## config.mk

```make
export PLATFORM = sky130hd
export DESIGN_NAME = vga_timing_ctrl
export DESIGN_NICKNAME = d
export VERILOG_FILES = /design/src/rtl/vga_timing_ctrl.sv
export SDC_FILE = /design/constraint.sdc
export NUM_CORES = 1
export LEC_CHECK = 0
export ABC_AREA = 1
export CAP_MARGIN = 30
export CORE_ASPECT_RATIO = 0.6
export CORE_MARGIN = 10
export CORE_UTILIZATION = 35
export CTS_CLUSTER_SIZE = 8
export DETAILED_ROUTE_END_ITERATION = 12
export GPL_ROUTABILITY_DRIVEN = 0
export GPL_TIMING_DRIVEN = 1
export PLACE_DENSITY = 0.68
export SYNTH_ARGS = -nofsm -noshare
export SYNTH_HDL_FRONTEND = slang
export SYNTH_SLANG_ARGS = --single-unit
```

## constraint.sdc

```tcl
create_clock -name clk -period 1.8 [get_ports clk]
set_input_delay 0.18 -clock clk [delete_from_list [all_inputs] [get_ports clk]]
set_output_delay 0.18 -clock clk [all_outputs]
set_load 0.01 [all_outputs]
```

## src/rtl/vga_timing_ctrl.sv

```systemverilog
// VGA raster timing: pixel-enable divider, h/v counters,
// registered sync/bright decodes, frame pulse and delayed copies.
module vga_timing_ctrl #(
  parameter int H_VISIBLE = 640,
  parameter int H_FP      = 16,
  parameter int H_SYNC    = 96,
  parameter int H_BP      = 48,
  parameter int V_VISIBLE = 480,
  parameter int V_FP      = 10,
  parameter int V_SYNC    = 2,
  parameter int V_BP      = 33,
  parameter int CLK_DIV   = 4,
  parameter int PIPE_DLY  = 1
) (
  input  logic        clk,
  input  logic        rst_n,
  output logic        pix_en,
  output logic [9:0]  hCount,
  output logic [9:0]  vCount,
  output logic        hSync,
  output logic        vSync,
  output logic        bright,
  output logic        frame_start,
  output logic [15:0] frame_cnt,
  output logic        hSync_d,
  output logic        vSync_d,
  output logic        bright_d
);

  localparam int H_TOTAL = H_VISIBLE + H_FP + H_SYNC + H_BP;
  localparam int V_TOTAL = V_VISIBLE + V_FP + V_SYNC + V_BP;
  localparam int DW = (CLK_DIV > 1) ? $clog2(CLK_DIV) : 1;

  localparam logic [DW-1:0] DIV_MAX = DW'(CLK_DIV - 1);
  localparam logic [9:0] H_MAX  = 10'(H_TOTAL - 1);
  localparam logic [9:0] V_MAX  = 10'(V_TOTAL - 1);
  localparam logic [9:0] H_VIS  = 10'(H_VISIBLE);
  localparam logic [9:0] V_VIS  = 10'(V_VISIBLE);
  localparam logic [9:0] HS_BEG = 10'(H_VISIBLE + H_FP);
  localparam logic [9:0] HS_END = 10'(H_VISIBLE + H_FP + H_SYNC);
  localparam logic [9:0] VS_BEG = 10'(V_VISIBLE + V_FP);
  localparam logic [9:0] VS_END = 10'(V_VISIBLE + V_FP + V_SYNC);

  logic [DW-1:0] div;
  logic          run;
  logic [9:0]    h_nxt;
  logic [9:0]    v_nxt;
  logic          wrap_f;

  logic [PIPE_DLY-1:0] hs_q;
  logic [PIPE_DLY-1:0] vs_q;
  logic [PIPE_DLY-1:0] br_q;

  // run holds the divider at 0 for the first cycle after release,
  // so the first tick lands on the CLK_DIV-th cycle
  assign pix_en = run && (div == DIV_MAX);

  // next raster position; wrap_f flags the end-of-frame wrap
  always_comb begin
    h_nxt  = hCount;
    v_nxt  = vCount;
    wrap_f = 1'b0;
    if (pix_en) begin
      if (hCount == H_MAX) begin
        h_nxt = '0;
        if (vCount == V_MAX) begin
          v_nxt  = '0;
          wrap_f = 1'b1;
        end else begin
          v_nxt = vCount + 10'd1;
        end
      end else begin
        h_nxt = hCount + 10'd1;
      end
    end
  end

  // divider, counters and decodes taken from the next-state counts
  always_ff @(posedge clk) begin
    if (!rst_n) begin
      run         <= 1'b0;
      div         <= '0;
      hCount      <= '0;
      vCount      <= '0;
      hSync       <= 1'b1;
      vSync       <= 1'b1;
      bright      <= 1'b0;
      frame_start <= 1'b0;
      frame_cnt   <= '0;
    end else begin
      run <= 1'b1;
      if (run) begin
        div <= (div == DIV_MAX) ? '0 : div + 1'b1;
      end
      hCount      <= h_nxt;
      vCount      <= v_nxt;
      hSync       <= !((h_nxt >= HS_BEG) && (h_nxt < HS_END));
      vSync       <= !((v_nxt >= VS_BEG) && (v_nxt < VS_END));
      bright      <= (h_nxt < H_VIS) && (v_nxt < V_VIS);
      frame_start <= wrap_f;
      if (wrap_f) begin
        frame_cnt <= frame_cnt + 16'd1;
      end
    end
  end

  // free-running delay line for renderer alignment
  always_ff @(posedge clk) begin
    if (!rst_n) begin
      hs_q <= '1;
      vs_q <= '1;
      br_q <= '0;
    end else begin
      hs_q[0] <= hSync;
      vs_q[0] <= vSync;
      br_q[0] <= bright;
      for (int i = 1; i < PIPE_DLY; i++) begin
        hs_q[i] <= hs_q[i-1];
        vs_q[i] <= vs_q[i-1];
        br_q[i] <= br_q[i-1];
      end
    end
  end

  assign hSync_d  = hs_q[PIPE_DLY-1];
  assign vSync_d  = vs_q[PIPE_DLY-1];
  assign bright_d = br_q[PIPE_DLY-1];

endmodule

```

### Word level (Yosys, flattened, before mapping)

Index checks and enable logic that the tools add are counted.

* flip-flop bits (word level): 46
* bits of input ports: 2
* output and inout bits: 44
* word-level logic and storage cells: 41

* add/subtract/negate cells: 4
* order comparisons: 6
* equality and inequality tests: 3
* muxes and demuxes: 10
* reduce and logical (&&, ||, !) cells: 6

Operator list (count)
* 10-bit 2-to-1 mux: 5
* 10-bit by 1-bit adder with 10-bit output (second input constant): 2
* 10-bit equality test (second input constant): 2
* 10-bit less-than comparator (second input constant): 2
* 10-bit by 9-bit less-than comparator with 1-bit output (second input constant): 2
* 16-bit by 1-bit adder with 16-bit output (second input constant): 1
* 10-bit >= comparator (second input constant): 1
* 10-bit by 9-bit >= comparator with 1-bit output (second input constant): 1
* 1-bit logical AND: 4
* 1-bit 2-to-1 mux: 4
* 2-bit by 1-bit adder with 2-bit output (second input constant): 1
* 2-bit equality test (second input constant): 1
* 1-bit logical NOT: 2
* 2-bit 2-to-1 mux: 1

### Depth between registers and ports, before layout

* depth in word-level cells: 7
* gate-level depth with buffers: 12
* mapped depth without buffers: 12

### Least setup slack after synthesis

OpenSTA, ideal clock, no wires.

* kind: flip-flop to flip-flop
* start point: register hCount[0]
* end point: register frame_cnt[10]
* library setup time: 118 ps
* arrival: 1505 ps
* data required time: 1682 ps
* slack: 178 ps
* cell stages (with the launch flop): 11
* path buffers: 0
* clock period less this slack: 1622 ps
* cells stage by stage: dfxtp_1 -> ha_1 -> nand3_2 -> nor2_4 -> nand2_4 -> nor2_8 -> nand2_4 -> nor2_8 -> nand2_1 -> o21ai_1 -> a21oi_1

* cells in the longest elaborated chain, start to end: 3

RTL lines
* start: declaration: RTL line 18 `output logic [9:0] hCount,`
* start signal: assignment: RTL line 95 `hCount <= h_nxt;`
* 10-bit equality test: RTL line 64 `if (hCount == H_MAX) begin`
* 1-bit 2-to-1 mux: RTL line 64
* 1-bit 2-to-1 mux: RTL line 63 `if (pix_en) begin`
* end signal: assignment: RTL line 102 `frame_cnt <= frame_cnt + 16'd1;`
* end: declaration: RTL line 24 `output logic [15:0] frame_cnt,`

No other way between the ends.
A chain may end at the register's enable or synchronous reset.

### Worst setup path in the final report

* start point: register hCount[1]
* end point: register vSync

* cells in the longest elaborated chain, start to end: 6
* elaborated cells between the ends (all ways): 7
* classes of those cells: order compare: 2; eq/ne: 1; mux: 2; reduce/logical: 2

RTL lines
* 10-bit equality test *: RTL line 64
* 10-bit 2-to-1 mux *: RTL line 64
* 10-bit 2-to-1 mux *: RTL line 63
* 10-bit by 9-bit >= comparator with 1-bit output or 10-bit by 9-bit less-than comparator with 1-bit output (tied branches): RTL line 98 `vSync <= !((v_nxt >= VS_BEG) && (v_nxt < VS_END));`
* 1-bit logical AND *: RTL line 98
* 1-bit logical NOT *: RTL line 98
* end signal: assignment: RTL line 98
* end: declaration: RTL line 21 `output logic vSync,`

Mark *: on every way between the ends. The rest lies on a longest branch, timed or not.

==> metrics.csv <==
metric,value,unit
number of nets still failing antenna checks after routing,0,
Port Buf Inserts,45,
vias per cell,5.18,
Clock transition at path regs,0.06,ns
pin count of the biggest net entering global routing,26,
period utilisation layout,96.3,%
Unique masters post-synth,30,
status,"finished, final reports clean",
Final Util,51.0,%
FF-to-FF End,vSync,
Crit Reg-Reg Startpoint,hCount[1],
Die Y,85.7,um
Slew Limit Fails,0,
Critical Path RT,1.97,ns
total gr overflow,0,
NetSw,0.417,mW
Setup Crit Path Kind,flop to flop,
Worst Clk Skew,0.00946,ns
crit path cell chain,ha_4 -> nand4_1 -> nor2_4 -> nand3b_1 -> nand2_1 -> nand2_2 -> nor2_2 -> nand3_2 -> nor2_4 -> nand2_1,
cell area after placement,3160,sq um
Comb pwr share,3.4,%
Layout Nets,438,
VDD IR max,317,uV
placed wire-length estimate,5630,um
clock share of power,48.5,%
CTS buffer count,5,
Final setup violation count,0,
core area,6820,sq um
initial drt markers,204,
min Tclk post-route,1.73,ns
Register-to-Register Setup Slack,0.07,ns
via count,2683,
Total Power,2.16,mW
Synth Instances,365,
slew of the pin with the lowest slew margin,0.451,ns
maxcap violations,0,
Startpoint Class,flop,
Hold Path Depth,1,
clock sink total,46,
Root Driver,clkbuf_16,
Final Hold Vio Count,0,
DR WL/cell,14.5,um
Internal,1.74,mW
prevailing post-synth register cell,dfxtp_1,
R2R depth,10,
number of global-route vias before repair,2497,
global-route wire length before repair,12200,um
Async SR Flop Fraction,0,%
maximum clock frequency,577,MHz
leakage power,1.38,nW
drt drc,0,
die width,129,um
Critical Path End Type,flop,
final WL,7520,um
Syn. warnings,0,
Clock Latency Late Sink,0.28,ns
DIE AREA,11100,sq um
max_slew headroom,69.7,%
Starting Density,36.9,%
post-cts hold buffer count,0,
Critical-path top delay cell,dfxtp_4,
"EDFF count, synth",0,
Tot GR Track Use,13.3,%
Longest Clk Path Bufs,2,
Hold Path Class,flop to flop,
Syn Nets,372,
final instance area,3480,sq um
cell area after synthesis,2510,sq um
CP arrival,1.91,ns
Switching Fraction,19.3,%
area delta synth->final,38.4,%
crit-path max FO,6,
syn avg cell area,6.89,sq um
#FFs+latches synth,46,
initial antenna violation count,0,
pwr/cell area,620,nW/um^2
"CP delay by family, top",simple AND/OR/NAND/NOR gates,
worst path bufs/invs,0,
Rows,23,
IO Pins,46,
Setup WS post-layout,0.0660,ns
Hold WS,0.447,ns
RSZ-0062 raised after global routing,yes,
share of cells above drive strength 1,20.4,%
pre-CTS setup slack,-0.121,ns
sequential area share after synthesis,36.6,%
part of the power in registers,48.1,%
crit-path max cell delay,0.37,ns
Worst Hold Launch,hSync,
htree depth,2,
CTS tree,yes,
router iterations before antenna repair,5,
Min-Delay Endpoint,hSync_d,
Ant. Diodes,0,
flip-flops by register name (all words and copies together) (netlist names):
name and count:
hSync 1, bright_d 1, bright 1, frame_cnt 16, vCount 10, vSync 1, run 1, div 2
vSync_d 1, hSync_d 1, frame_start 1, hCount 10
placed cells by master, fill, tap and decap left out, types with 8 or more instances in the layout:
cell type,n
o21ai_0,8
nand3_1,26
clkdlybuf4s50_1,44
o21ai_1,8
nor2_2,10
nand4_1,15
nand2_1,77
buf_4,18
inv_1,39
nor3_2,8
nor3_1,11
dfxtp_1,35
dfxtp_2,10
nor2_1,41
a21oi_1,15
power by group through the flow:
stage	clock (mW)	sequential, mW	combinational, mW
floorplan	0	1.06	0.0361
global placement	0	1.06	0.0702
detailed placement	0	1.06	0.0724
CTS	1.07	1.04	0.0733
global route	1.12	1.04	0.0808
finish	1.05	1.04	0.0737
per-layer routing:
layer,track usage (%),vias to the layer above,part of all wire [%]
met5,0,-,0
met1,18.6,1213,45
met3,4.79,16,13
met4,3.56,0,1.7
li1,-,1321,-
met2,18.5,133,41
per-stage QoR:
| step | setup TNS [ns] | cells |
|---|---|---|
| 2_1_floorplan | 0 | 365 |
| 4_1_cts | 0 | 515 |
| 5_1_grt | -0.0899 | 518 |
| 3_3_place_gp | -0.102 | 506 |
| 3_5_place_dp | -0.233 | 506 |
| 6_report | 0 | 518 |
how the worst max path moves through the flow:
stage / start / endpoint / depth (start not counted)
floorplan: hCount[0] / frame_cnt[10] / 10
global placement: hCount[1] / vSync / 10
detailed placement: hCount[1] / vSync / 10
CTS: vCount[1] / vSync / 12
global route: div[0] / bright / 11
finish: hCount[1] / vSync / 10
repair_timing:
action                                  in CTS  in global routing
pin swaps                                    2                  7
cloned                                       0                  1
gates resized for setup                      9                 30
endpoints found under the setup margin       3                  8
buffers inserted                             2                  2
synth_stat cells, types with 3 or more instances:
| library cell | n | area, sq um |
|---|---|---|
| nand2_1 | 79 | 297 |
| nor2_1 | 47 | 176 |
| dfxtp_1 | 46 | 921 |
| inv_1 | 40 | 150 |
| nand3_1 | 29 | 145 |
| a21oi_1 | 16 | 80.1 |
| nand4_1 | 15 | 93.8 |
| nor3_1 | 14 | 70.1 |
| o21ai_0 | 8 | 40.0 |
| o21ai_1 | 8 | 40.0 |
| nor2_2 | 7 | 43.8 |
| inv_2 | 6 | 22.5 |
| ha_1 | 5 | 62.6 |
| nor3_2 | 5 | 50.1 |
| xnor2_1 | 4 | 35.0 |
| xor2_1 | 4 | 35.0 |
| a211oi_1 | 3 | 22.5 |
| clkbuf_1 | 3 | 11.3 |
| clkinv_1 | 3 | 11.3 |
| nand2_4 | 3 | 33.8 |
| nand3b_1 | 3 | 22.5 |
logic make-up (layout without fill, tap and decap cells):
group,count (synthesis),in the layout,synth area share (%)
DFF,46,46,36.6
and+or+nand+nor,214,215,41.8
adders and majority gates,5,5,2.49
xor gates and xnor gates,8,8,2.79
buffers and inverters,54,119,8.16
AOI/OAI and AO/OA,38,38,8.11
area by class of cell:
cell class | instances | area (sq um)
Fill cell | 660 | 3340
Multi-Input combinational cell | 266 | 1490
Sequential cell | 46 | 937
Timing Repair Buffer | 63 | 584
Inverter | 49 | 189
Clock buffer | 6 | 139
Tap cell | 87 | 109
Clock inverter | 1 | 30.0
Note: power is estimated with default switching activity, not from simulation.
